[src/rtl/leibniz_pkg.sv]
// Shared types and constants for the Leibniz pi term generator and its accumulator.
// Latency: n/a (declarations only).
// Backpressure: n/a.
// Contents: default widths, NUMERATOR = 4 << Q, FSM state enum, term record.
package leibniz_pkg;

  localparam int WIDTH_DEF = 64;
  localparam int Q_DEF     = 15;
  localparam int IDXW_DEF  = 16;

  // 4.0 in Q-format fixed point; dividing it by 2k+1 gives the term magnitude.
  localparam logic [WIDTH_DEF-1:0] NUMERATOR = WIDTH_DEF'(4) << Q_DEF;

  typedef enum logic [2:0] {
    S_IDLE = 3'd0,
    S_LOAD = 3'd1,
    S_DIV  = 3'd2,
    S_OUT  = 3'd3,
    S_DONE = 3'd4
  } state_t;

  // One emitted term, as consumed by the downstream accumulator.
  typedef struct packed {
    logic [WIDTH_DEF-1:0] data;
    logic                 sign;
    logic [IDXW_DEF-1:0]  index;
    logic                 last;
  } term_t;

endpackage

[src/rtl/leibniz_term_gen_div.sv]
// Sequential restoring divider, one quotient bit per cycle.
// Latency: load cycle, then WIDTH iteration cycles; results valid the cycle after done.
// Backpressure: none; load is only honoured by the caller when the divider is idle.
// Ports: clk, reset (sync, active-high), load, dividend, divisor -> busy, done
//        (high during the final iteration), quotient, remainder.
module seq_restoring_div #(
  parameter int WIDTH = 64
) (
  input  logic             clk,
  input  logic             reset,
  input  logic             load,
  input  logic [WIDTH-1:0] dividend,
  input  logic [WIDTH-1:0] divisor,
  output logic             busy,
  output logic             done,
  output logic [WIDTH-1:0] quotient,
  output logic [WIDTH-1:0] remainder
);

  localparam int CNTW = $clog2(WIDTH);

  logic [WIDTH-1:0] rem_q, dvd_q, dvs_q, quot_q;
  logic [CNTW-1:0]  cnt_q;
  logic             busy_q;

  logic [WIDTH:0]   rem_sh, rem_sub, rem_d;
  logic             ge;
  logic             unused_rem_msb;

  // Compare/subtract one bit wider than the operands so the shifted
  // remainder can never overflow before the compare.
  always_comb begin
    rem_sh  = {rem_q, dvd_q[WIDTH-1]};
    ge      = (rem_sh >= {1'b0, dvs_q});
    rem_sub = rem_sh - {1'b0, dvs_q};
    rem_d   = ge ? rem_sub : rem_sh;
  end

  // Post-step remainder is always below the divisor, so its MSB is zero.
  assign unused_rem_msb = rem_d[WIDTH];

  always_ff @(posedge clk) begin
    if (reset) begin
      rem_q  <= '0;
      dvd_q  <= '0;
      dvs_q  <= '0;
      quot_q <= '0;
      cnt_q  <= '0;
      busy_q <= 1'b0;
    end else if (load) begin
      rem_q  <= '0;
      dvd_q  <= dividend;
      dvs_q  <= divisor;
      quot_q <= '0;
      cnt_q  <= CNTW'(WIDTH - 1);
      busy_q <= 1'b1;
    end else if (busy_q) begin
      rem_q  <= rem_d[WIDTH-1:0];
      quot_q <= {quot_q[WIDTH-2:0], ge};
      dvd_q  <= {dvd_q[WIDTH-2:0], 1'b0};
      if (cnt_q == '0) begin
        busy_q <= 1'b0;
      end else begin
        cnt_q <= cnt_q - CNTW'(1);
      end
    end
  end

  assign busy      = busy_q;
  assign done      = busy_q && (cnt_q == '0);
  assign quotient  = quot_q;
  assign remainder = rem_q;

endmodule

[src/rtl/leibniz_term_gen.sv]
// Leibniz pi term source: emits floor(NUMERATOR/(2k+1)) with alternating sign for k = 0..n_terms-1.
// Latency: WIDTH+2 cycles per term (LOAD, WIDTH divide steps, OUT) with term_ready held high.
// Backpressure: valid/ready; term fields hold while term_valid && !term_ready.
// Ports: clk, reset (sync, active-high), start, n_terms -> term_data/sign/index/last/valid,
//        term_ready in; busy (run in progress), done (held until next start).
module leibniz_term_gen
  import leibniz_pkg::*;
#(
  parameter int WIDTH = WIDTH_DEF,
  parameter int Q     = Q_DEF,
  parameter int IDXW  = IDXW_DEF
) (
  input  logic             clk,
  input  logic             reset,
  input  logic             start,
  input  logic [IDXW-1:0]  n_terms,
  output logic [WIDTH-1:0] term_data,
  output logic             term_sign,
  output logic [IDXW-1:0]  term_index,
  output logic             term_last,
  output logic             term_valid,
  input  logic             term_ready,
  output logic             busy,
  output logic             done
);

  localparam logic [WIDTH-1:0] NUM = WIDTH'(4) << Q;

  state_t          state_q;
  logic [IDXW-1:0] k_q, nterms_q;
  logic            valid_q, last_q, busy_q, done_q;

  logic [WIDTH-1:0] den_d, div_quot, div_rem;
  logic             div_load, div_busy, div_done;
  logic             unused_div;

  // 2k+1 built by concatenation at IDXW+1 bits, so it never wraps.
  assign den_d    = {{(WIDTH-IDXW-1){1'b0}}, k_q, 1'b1};
  assign div_load = (state_q == S_LOAD);

  // Remainder is not needed for the term; busy is implied by the FSM state.
  assign unused_div = ^{div_rem, div_busy};

  seq_restoring_div #(.WIDTH(WIDTH)) u_div (
    .clk       (clk),
    .reset     (reset),
    .load      (div_load),
    .dividend  (NUM),
    .divisor   (den_d),
    .busy      (div_busy),
    .done      (div_done),
    .quotient  (div_quot),
    .remainder (div_rem)
  );

  always_ff @(posedge clk) begin
    if (reset) begin
      state_q  <= S_IDLE;
      k_q      <= '0;
      nterms_q <= '0;
      valid_q  <= 1'b0;
      last_q   <= 1'b0;
      busy_q   <= 1'b0;
      done_q   <= 1'b0;
    end else begin
      case (state_q)
        S_IDLE, S_DONE: begin
          if (start) begin
            if (n_terms == '0) begin
              state_q <= S_DONE;
              done_q  <= 1'b1;
            end else begin
              nterms_q <= n_terms;
              k_q      <= '0;
              done_q   <= 1'b0;
              busy_q   <= 1'b1;
              state_q  <= S_LOAD;
            end
          end
        end
        S_LOAD: begin
          state_q <= S_DIV;
        end
        S_DIV: begin
          // div_done marks the final step; the quotient register is
          // complete on the same edge that raises term_valid.
          if (div_done) begin
            state_q <= S_OUT;
            valid_q <= 1'b1;
            last_q  <= (k_q == nterms_q - IDXW'(1));
          end
        end
        S_OUT: begin
          if (term_ready) begin
            valid_q <= 1'b0;
            last_q  <= 1'b0;
            if (last_q) begin
              state_q <= S_DONE;
              busy_q  <= 1'b0;
              done_q  <= 1'b1;
            end else begin
              k_q     <= k_q + IDXW'(1);
              state_q <= S_LOAD;
            end
          end
        end
        default: state_q <= S_IDLE;
      endcase
    end
  end

  // The divider sits idle in OUT, so its quotient register holds the term.
  assign term_data  = div_quot;
  assign term_sign  = k_q[0];
  assign term_index = k_q;
  assign term_last  = last_q;
  assign term_valid = valid_q;
  assign busy       = busy_q;
  assign done       = done_q;

endmodule

[config.mk]
export PLATFORM = sky130hd
export DESIGN_NAME = leibniz_term_gen
export DESIGN_NICKNAME = d
export VERILOG_FILES = /design/src/rtl/leibniz_pkg.sv /design/src/rtl/leibniz_term_gen_div.sv /design/src/rtl/leibniz_term_gen.sv
export SDC_FILE = /design/constraint.sdc
export NUM_CORES = 1
export LEC_CHECK = 0
export BUFFER_PORTS_ARGS = -buffer_cell sky130_fd_sc_hd__buf_4
export CORE_ASPECT_RATIO = 2
export CORE_MARGIN = 10
export CORE_UTILIZATION = 54
export DETAILED_ROUTE_END_ITERATION = 7
export PLACE_DENSITY_LB_ADDON = 0.1
export SETUP_SLACK_MARGIN = 0.5
export SYNTH_ARGS = -nofsm -noshare
export SYNTH_HDL_FRONTEND = slang
export SYNTH_SLANG_ARGS = --single-unit
[constraint.sdc]
create_clock -name clk -period 3.2 [get_ports clk]
set_clock_uncertainty 0.1 [all_clocks]
set_input_delay 0.48 -clock clk [delete_from_list [all_inputs] [get_ports clk]]
set_output_delay 0.48 -clock clk [all_outputs]
set_load 0.1 [all_outputs]
# --- After elaboration in Yosys (flattened, before gate mapping) ---
# Cells that the tools add are included.
totals:
  reg_bits: 238
  output_inout_bits: 85
  input_bits: 20
  word_cells: 83
classes:
  magnitude_cmp: 1
  n_addsub: 4
  n_reduce_logical: 16
  eq_ne: 12
  n_mux: 35
  bitwise: 1
op_table:
  columns: ["op", "n"]
  rows:
  - ["65-bit by 17-bit >= comparator with 1-bit output", 1]
  - ["16-bit two-way mux", 4]
  - ["64-bit two-way mux", 1]
  - ["64-bit by 17-bit subtractor with 64-bit output", 1]
  - ["18-bit two-way mux", 2]
  - ["16-bit case mux with 2 select lines", 1]
  - ["6-bit two-way mux", 3]
  - ["16-bit by 1-bit adder with 16-bit output, second input constant", 1]
  - ["16-bit == test", 1]
  - ["16-bit zero test", 1]
  - ["16-bit by 1-bit subtractor with 16-bit output, second input constant", 1]
  - ["3-bit two-way mux", 5]
  - ["1-bit two-way mux", 14]
  - ["2-bit inequality test, second input constant", 7]
  - ["3-bit case mux with 4 select lines", 1]
  - ["5-bit AND reduction", 2]
  - ["3-bit AND reduction", 3]
  - ["1-bit case mux with 2 select lines", 4]
  - ["3-bit by 2-bit == test with 1-bit output, second input constant", 2]
  - ["6-bit zero test", 1]
  - ["2-bit nonzero test", 3]
  - ["6-bit by 1-bit subtractor with 6-bit output, second input constant", 1]
  - ["4-bit AND reduction", 1]
  - ["2-bit OR reduction", 2]
  - ["other kinds (6)", 6]

# --- Logic depth before layout (Yosys ltp) ---
# Gate-level depths: netlist of the first run.
logic_depth:
  word_depth: 4
  mapped_depth: 14
  depth_no_buf: 12

# --- Hierarchy ---
# A second synthesis of the first run with hierarchy kept.
unflattened:
  cells_unflattened: 2154
  area_unflattened_um2: 17411.7
modules_own_cells:
  columns: ["mod", "cells_per_inst", "instances", "area_each_um2", "seq_area_each_um2"]
  rows:
  - ["seq_restoring_div", 1875, 1, 15122.0, 5265.0]
  - ["leibniz_term_gen", 279, 1, 2289.7, 780.7]

# --- Worst setup path before layout of the first run ---
# No wires, ideal clock.
synth_timing:
  kind: "reg2reg"
  start: "register u_div.rem_q[32], in the netlist u_div.remainder[32]"
  end: "register u_div.rem_q[14], in the netlist u_div.remainder[14]"
  path_stages_with_launch: 12
  path_buffers: 3
  setup_slack_ps: 92
  period_less_slack_ps: 3108
  setup_ps: 132
  arrival_ps: 2875
  path_cell_list: "dfxtp_1 -> or4_4 -> or4b_1 -> or2_1 -> buf_2 -> nor2_2 -> nand4_1 -> nor3_2 -> buf_4 -> buf_6 -> mux2i_1 -> a21oi_1"
synth_between:
  elab_chain_len: 2
synth_rtl:
  columns: ["element", "line_no", "text"]
  rows:
  - ["from (decl)", "leibniz_term_gen_div.sv:22", "logic [WIDTH-1:0] rem_q, dvd_q, dvs_q, quot_q;"]
  - ["from (signal assigned)", "leibniz_term_gen_div.sv:58", "rem_q <= rem_d[WIDTH-1:0];"]
  - ["65-bit by 17-bit >= comparator with 1-bit output", "leibniz_term_gen_div.sv:34", "ge = (rem_sh >= {1'b0, dvs_q});"]
  - ["64-bit two-way mux", "leibniz_term_gen_div.sv:36", "rem_d = ge ? rem_sub : rem_sh;"]
# No other way between the ends.
# A chain may end at the register's enable or synchronous reset.

# --- Worst setup path in the final report of the first run ---
layout_timing:
  start: "register u_div.rem_q[33], in the netlist u_div.remainder[33]"
  end: "register u_div.rem_q[6], in the netlist u_div.remainder[6]"
# Same word-level chain as after synthesis.

==> results of run 1 <==
## cell type report
| type | instances | area share |
|---|---|---|
| multi-input combinational | 966 | 0.461 |
| timing repair buffer | 206 | 0.120 |
| inverter | 30 | 0.00788 |
| clock inverter | 13 | 0.0116 |
| clock buffer | 27 | 0.0420 |
| sequential | 238 | 0.335 |
| tap | 266 | 0.0233 |
## cell usage in the layout, fill, tap and decap left out, types with 13 or more instances in the layout
cell       instances
buf_4            183
mux2i_1          113
nor4_1            13
nor2_1           195
a21oi_1          114
nand4_1           18
nand3_1           22
inv_1             28
xnor2_1           41
a211oi_1          20
o21ai_0           61
nand2_1           99
dfxtp_1          227
clkbuf_16         22
nor3_1            17
xor2_1            50
a21oi_2           13
## tightest hold or removal path, cell delays in order
cell and delay [ns]:
buf_4 0.11, nand2_1 0.05, a21oi_1 0.05
## Yosys cell counts, drive strengths merged, types with 13 or more instances
cell	instances	share of area
ha	20	0.022
nand2	101	0.034
xor2	50	0.039
o21ai	64	0.028
nand4	19	0.011
a21oi	128	0.057
xnor2	42	0.033
nor3	29	0.015
or3	15	0.0083
nand3	25	0.011
nor4	25	0.020
dfxtp	238	0.42
clkbuf	71	0.024
buf	18	0.0084
nor2	207	0.070
inv	30	0.010
a211oi	24	0.016
and3	13	0.0072
mux2i	113	0.10
## timing repair
action                                  in CTS  in global routing
setup buffers                               31                  7
gates resized for setup                     56                 62
endpoints found under the setup margin      67                 66
pin swaps                                   25                 33
gates cloned                                 1                  0
## path summary, 6_finish.rpt
path,from,to,slack [ns],cells past startpoint
worst max-delay path,u_div.remainder[33],u_div.remainder[6],0.06,10
worst min-delay path,n_terms[8],nterms_q[8],0.10,3
worst min register to register,u_div.dvs_q[12],u_div.dvs_q[12],0.35,2
worst max register to register,u_div.remainder[33],u_div.remainder[6],0.06,10
## kinds of logic after synthesis
family | count (synthesis) | share of synthesized area
and+or+nand+nor | 484 | 0.210
buffers and inverters | 119 | 0.0421
AOI/OAI and AO/OA | 256 | 0.129
xor gates and xnor gates | 92 | 0.0715
muxes | 113 | 0.100
adders and majority gates | 21 | 0.0240
DFF | 238 | 0.423
## layer usage
metal  up-vias  GRT usage  part of all wire
li1       4889          -                 -
met1      4673      0.196              0.35
met2       187      0.403              0.58
met3        85     0.0269             0.030
met4         0      0.106             0.041
met5         -          0                 0
## flip-flops by register name, indices dropped and copies added (netlist names)
name	count
busy	1
done	1
nterms_q	16
state_q	3
term_index	16
term_last	1
term_valid	1
u_div.busy	1
u_div.cnt_q	6
u_div.dvd_q	47
u_div.dvs_q	17
u_div.quotient	64
u_div.remainder	64
## through the flow
step,std cells,hold WS [ns],setup slack [ns]
5_1_grt,1746,0.107,-0.0706
2_1_floorplan,1323,0.336,0.203
4_1_cts,1739,0.0941,0.112
3_5_place_dp,1667,0.348,0.0431
3_3_place_gp,1667,0.340,0.103
6_report,1746,0.100,0.0586
## where the power goes
part	switching, W	total, W	internal, W
Sequential	0.000307	0.00355	0.00325
Combinational	0.00436	0.00802	0.00366
Clock	0.00118	0.00277	0.00159
==> metrics.csv, run 1 <==
metric;value;unit
CTS HTree Levels;1;
setup tns final;0;ns
critical path required time;3.48;ns
IO buf count;104;
post-synthesis to final-layout area growth;26.7;%
Nets;1505;
Slew @ Worst Pin;1.01;ns
crit share post-route;0.982;
first-pass GRT wire length;47.2;mm
leakage;5.48;nW
Max VDD drop;0.580;mV
GPL Wtd Cong;0.938;
#FFs+latches synth;238;
root buf cell;clkbuf_16;
Synth Warn #;0;
Vias/cell;5.63;
Core Region;20500;um2
crit path cell chain;or4_4, or4b_4, or2_4, nor2_4, nand4_1, nor3_4, buf_12, and3b_1, a21oi_2, a211oi_2;
Finish-stage setup viols;0;
CTS tree;built;
I/O Pins;105;
clock buffer depth;3;
CTS sink count;238;
f_max;318;MHz
DRT Wirelength;29.4;mm
ANT cells;0;
grt total ovfl;0;
crit path DAT;3.42;ns
critical path buffer and inverter count;1;
final core utilization;0.698;
Slew Limit Fails;0;
register area share after synthesis;0.423;
clk slew on worst S/H paths;0.07;ns
initial cell density of the core;0.551;
Max Cap Violations;0;
initial antenna violation count;0;
Crit. End Element;register;
critical path class;reg -> reg;
EDFF count, synth;0;
latest clock arrival within the worst-skew pair;0.53;ns
CP startpoint kind;register;
RSZ-0062 raised after global routing;yes;
predominant post-synthesis flop cell;dfxtp_1;
CTS buffer count;22;
vias in the first global route;9848;
Slew Limit Headroom;0.328;
Synth Instances;1323;
Design Area, Final;14300;um2
DR WL/cell;16.8;um
Power Dens Cells;1000;nW/um2
Post-CTS Hold Fix Bufs;0;
Iter 0 DRT Violations;563;
largest net degree at the start of global routing;173;
die height;224;um
synthesized area per cell;8.52;um2
Final Hold Fails;0;
share of cells above drive strength 1;0.243;
power consumption;0.0143;W
cell row count;74;
Hold Crit Class;in -> reg;
gr usage total;0.205;
die area;27400;um2
multi-input logic area;6580;um2
register cell area after layout;4780;um2
1st-pass router iterations;4;
Post-route DRC;0;
CP Max Fanout;7;
Async S/R FF share, synth;0;
Mapped Area;11300;um2
antenna violation net count after detailed routing;0;
fillcell total;1695;
Die X;122;um
minimum clock period;3.14;ns
Crit-path slowest cell;or4b_4;
DP Area;12700;um2
Yosys cell types;60;
status;finished clean;
Vias;9834;
delay-heaviest family, CP;simple AND/OR/NAND/NOR gates;
syn_nets;1364;
CP max stage delay;0.55;ns
post-DP HPWL;19.8;mm
Power figures use the tool's default switching activity.
==> run 2, diff against run 1 <==
Settings changed: CELL_PAD_IN_SITES_DETAIL_PLACEMENT set to 1, CELL_PAD_IN_SITES_GLOBAL_PLACEMENT set to 1, CORE_UTILIZATION 54 to 41, CTS_CLUSTER_DIAMETER set to 200.
==> run 2 against run 1 <==
The flow now finishes with violations (setup timing). Routed wire length grew 20%. Largest cell class unchanged. Core utilization fell by 15 points. Global-route usage decreased by 1.3 points. Worst setup slack worse by 0.098 ns. Largest power group unchanged. Flip-flop and latch count unchanged. Highest routed layer unchanged. Critical path type unchanged. Power increased by 9.3%.
==> metrics.csv, run 2 (synthesis results as in run 1) <==
metric;value;unit;change
Max Cap Violations;0;;unchanged
Crit-path slowest cell;dfxtp_1;;was or4b_4
grt total ovfl;0;;unchanged
Slew Limit Headroom;0.337;;was 0.328
ANT cells;0;;unchanged
gr usage total;0.191;;was 0.205
initial cell density of the core;0.417;;was 0.551
leakage;5.70;nW;was 5.48 nW
DR WL/cell;19.0;um;was 16.8 um
Nets;1531;;was 1,505
Core Region;27000;um2;was 20,500 um2
commonest non-fill, non-tap cell in the layout;dfxtp_1;;unchanged
clk slew on worst S/H paths;0.07;ns;about the same
status;complete, but fails checks;;was finished clean
Worst Hold Path Cells;3;;unchanged
crit path cell chain;inv_1, ha_2, fa_2, nor2b_2, o31a_1, o31ai_1, buf_4, a21oi_2, a31oi_1, nand3b_1, buf_12, buf_2, nand4_1, xor2_1, a21oi_1;;was or4_4, or4b_4, or2_4, nor2_4, nand4_1, nor3_4, buf_12, and3b_1, a21oi_2, a211oi_2
stages on the worst setup path;15;;was 10
GPL Wtd Cong;0.837;;was 0.938
CTS HTree Levels;1;;unchanged
Post-route DRC;0;;unchanged
Iter 0 DRT Violations;447;;was 563
final setup margin;-0.0390;ns;was 0.0586 ns
vias in the first global route;10812;;was 9,848
Max VDD drop;0.695;mV;was 0.580 mV
share of cells above drive strength 1;0.268;;was 0.243
critical path buffer and inverter count;4;;was 1
Final Hold Fails;0;;unchanged
RSZ-0062 raised after global routing;yes;;unchanged
Power Dens Cells;1060;nW/um2;was 1000 nW/um2
Post-Place Cells;1767;;was 1,667
final instance count without filler cells;1856;;was 1,746
Hold Crit Class;in -> reg;;unchanged
minimum clock period;3.24;ns;was 3.14 ns
Post-CTS Hold Fix Bufs;0;;unchanged
die area;34900;um2;was 27,400 um2
R2R depth;15;;was 10
CP startpoint kind;register;;unchanged
post-synthesis to final-layout area growth;31.7;%;was 26.7%
Post-Place Worst Slack;0.0220;ns;was 0.0431 ns
Crit. End Element;register;;unchanged
initial antenna violation count;0;;unchanged
final core utilization;0.550;;was 0.698
I/O Pins;105;;unchanged
first-pass GRT wire length;54.7;mm;was 47.2 mm
Die X;137;um;was 122 um
post-DP HPWL;23.5;mm;was 19.8 mm
CP max stage delay;0.32;ns;was 0.55 ns
cell row count;85;;was 74
root buf cell;clkbuf_16;;unchanged
delay-heaviest family, CP;compound AO/OA/AOI/OAI gates;;was simple AND/OR/NAND/NOR gates
crit share post-route;1.01;;was 0.982
CTS buffer count;24;;was 22
f_max;309;MHz;was 318 MHz
critical path required time;3.47;ns;was 3.48 ns
IO buf count;104;;unchanged
latest clock arrival within the worst-skew pair;0.55;ns;was 0.53 ns
1st-pass router iterations;4;;unchanged
hold_ws;0.0959;ns;was 0.100 ns
CP Max Fanout;6;;was 7
power consumption;0.0157;W;was 0.0143 W
Slew @ Worst Pin;0.994;ns;was 1.01 ns
largest net degree at the start of global routing;148;;was 173
crit path DAT;3.51;ns;was 3.42 ns
Vias/cell;5.45;;was 5.63
antenna violation net count after detailed routing;0;;unchanged
most frequent cells in the layout;224 x dfxtp_1, 193 x nor2_1, 191 x buf_4;;was 227 x dfxtp_1, 195 x nor2_1, 183 x buf_4
failing checks;setup timing;;
clock buffer depth;3;;unchanged
die height;254;um;was 224 um
CTS sink count;238;;unchanged
Vias;10119;;was 9,834
Finish-stage setup viols;5;;was 0
CTS tree;built;;unchanged
Slew Limit Fails;0;;unchanged
critical path class;reg -> reg;;unchanged
DRT Wirelength;35.3;mm;was 29.4 mm
[run 2: worst reg2reg max path, delay by kind of cell (launching register included)]
kind / cells / cell delay [ns]
AO/OA/AOI/OAI: 5 / 0.94
flip-flops: 1 / 0.32
AND/OR/NAND/NOR: 3 / 0.46
XOR/XNOR: 1 / 0.20
buffers and inverters: 4 / 0.60
adder cells (fa/ha/maj): 2 / 0.45
[run 2: layer usage]
metal / track usage / vias up / wire length, um / part of all wire
li1: - / 4927 / - / -
met3: 0.0260 / 98 / 990 / 0.028
met2: 0.386 / 174 / 20400 / 0.58
met1: 0.178 / 4920 / 12300 / 0.35
met4: 0.0920 / 0 / 1660 / 0.047
met5: 0 / - / 0 / 0
[run 2: layout make-up]
class / count / area, um2
fillers: 3151 / 12200
inverters: 30 / 113
flip-flops and latches: 238 / 4790
multi-input cells: 966 / 6700
clock inverters: 13 / 138
repair buffers: 230 / 2000
well taps: 348 / 435
clock buffers: 31 / 668
[run 2: per-stage QoR]
stage | TNS (ns) | area [um2]
floorplan | 0 | 11400
global placement | 0 | 13000
detailed placement | 0 | 13000
CTS | 0 | 14300
global route | -2.90 | 14800
finish | -0.126 | 14800
[run 2: final timing paths]
check | from | endpoint | slack [ns]
worst max register to register | u_div.dvd_q[63] | u_div.remainder[62] | -0.04
worst min-delay path | n_terms[8] | nterms_q[8] | 0.1
worst max-delay path | u_div.dvd_q[63] | u_div.remainder[62] | -0.04
worst min register to register | u_div.dvs_q[16] | u_div.dvs_q[16] | 0.35
[run 2: power by group]
group | total, W | switching (W) | internal (W)
Combinational | 0.00918 | 0.00500 | 0.00418
Clock | 0.00292 | 0.00127 | 0.00165
Sequential | 0.00357 | 0.000321 | 0.00325
[run 2: timing repair]
item / 4_1_cts / 5_1_grt
hold endpoints to repair: 0 / 0
gates cloned: 3 / 1
setup buffers: 24 / 17
resized for setup: 66 / 91
endpoints found under the setup margin: 69 / 66
pin swaps: 56 / 51
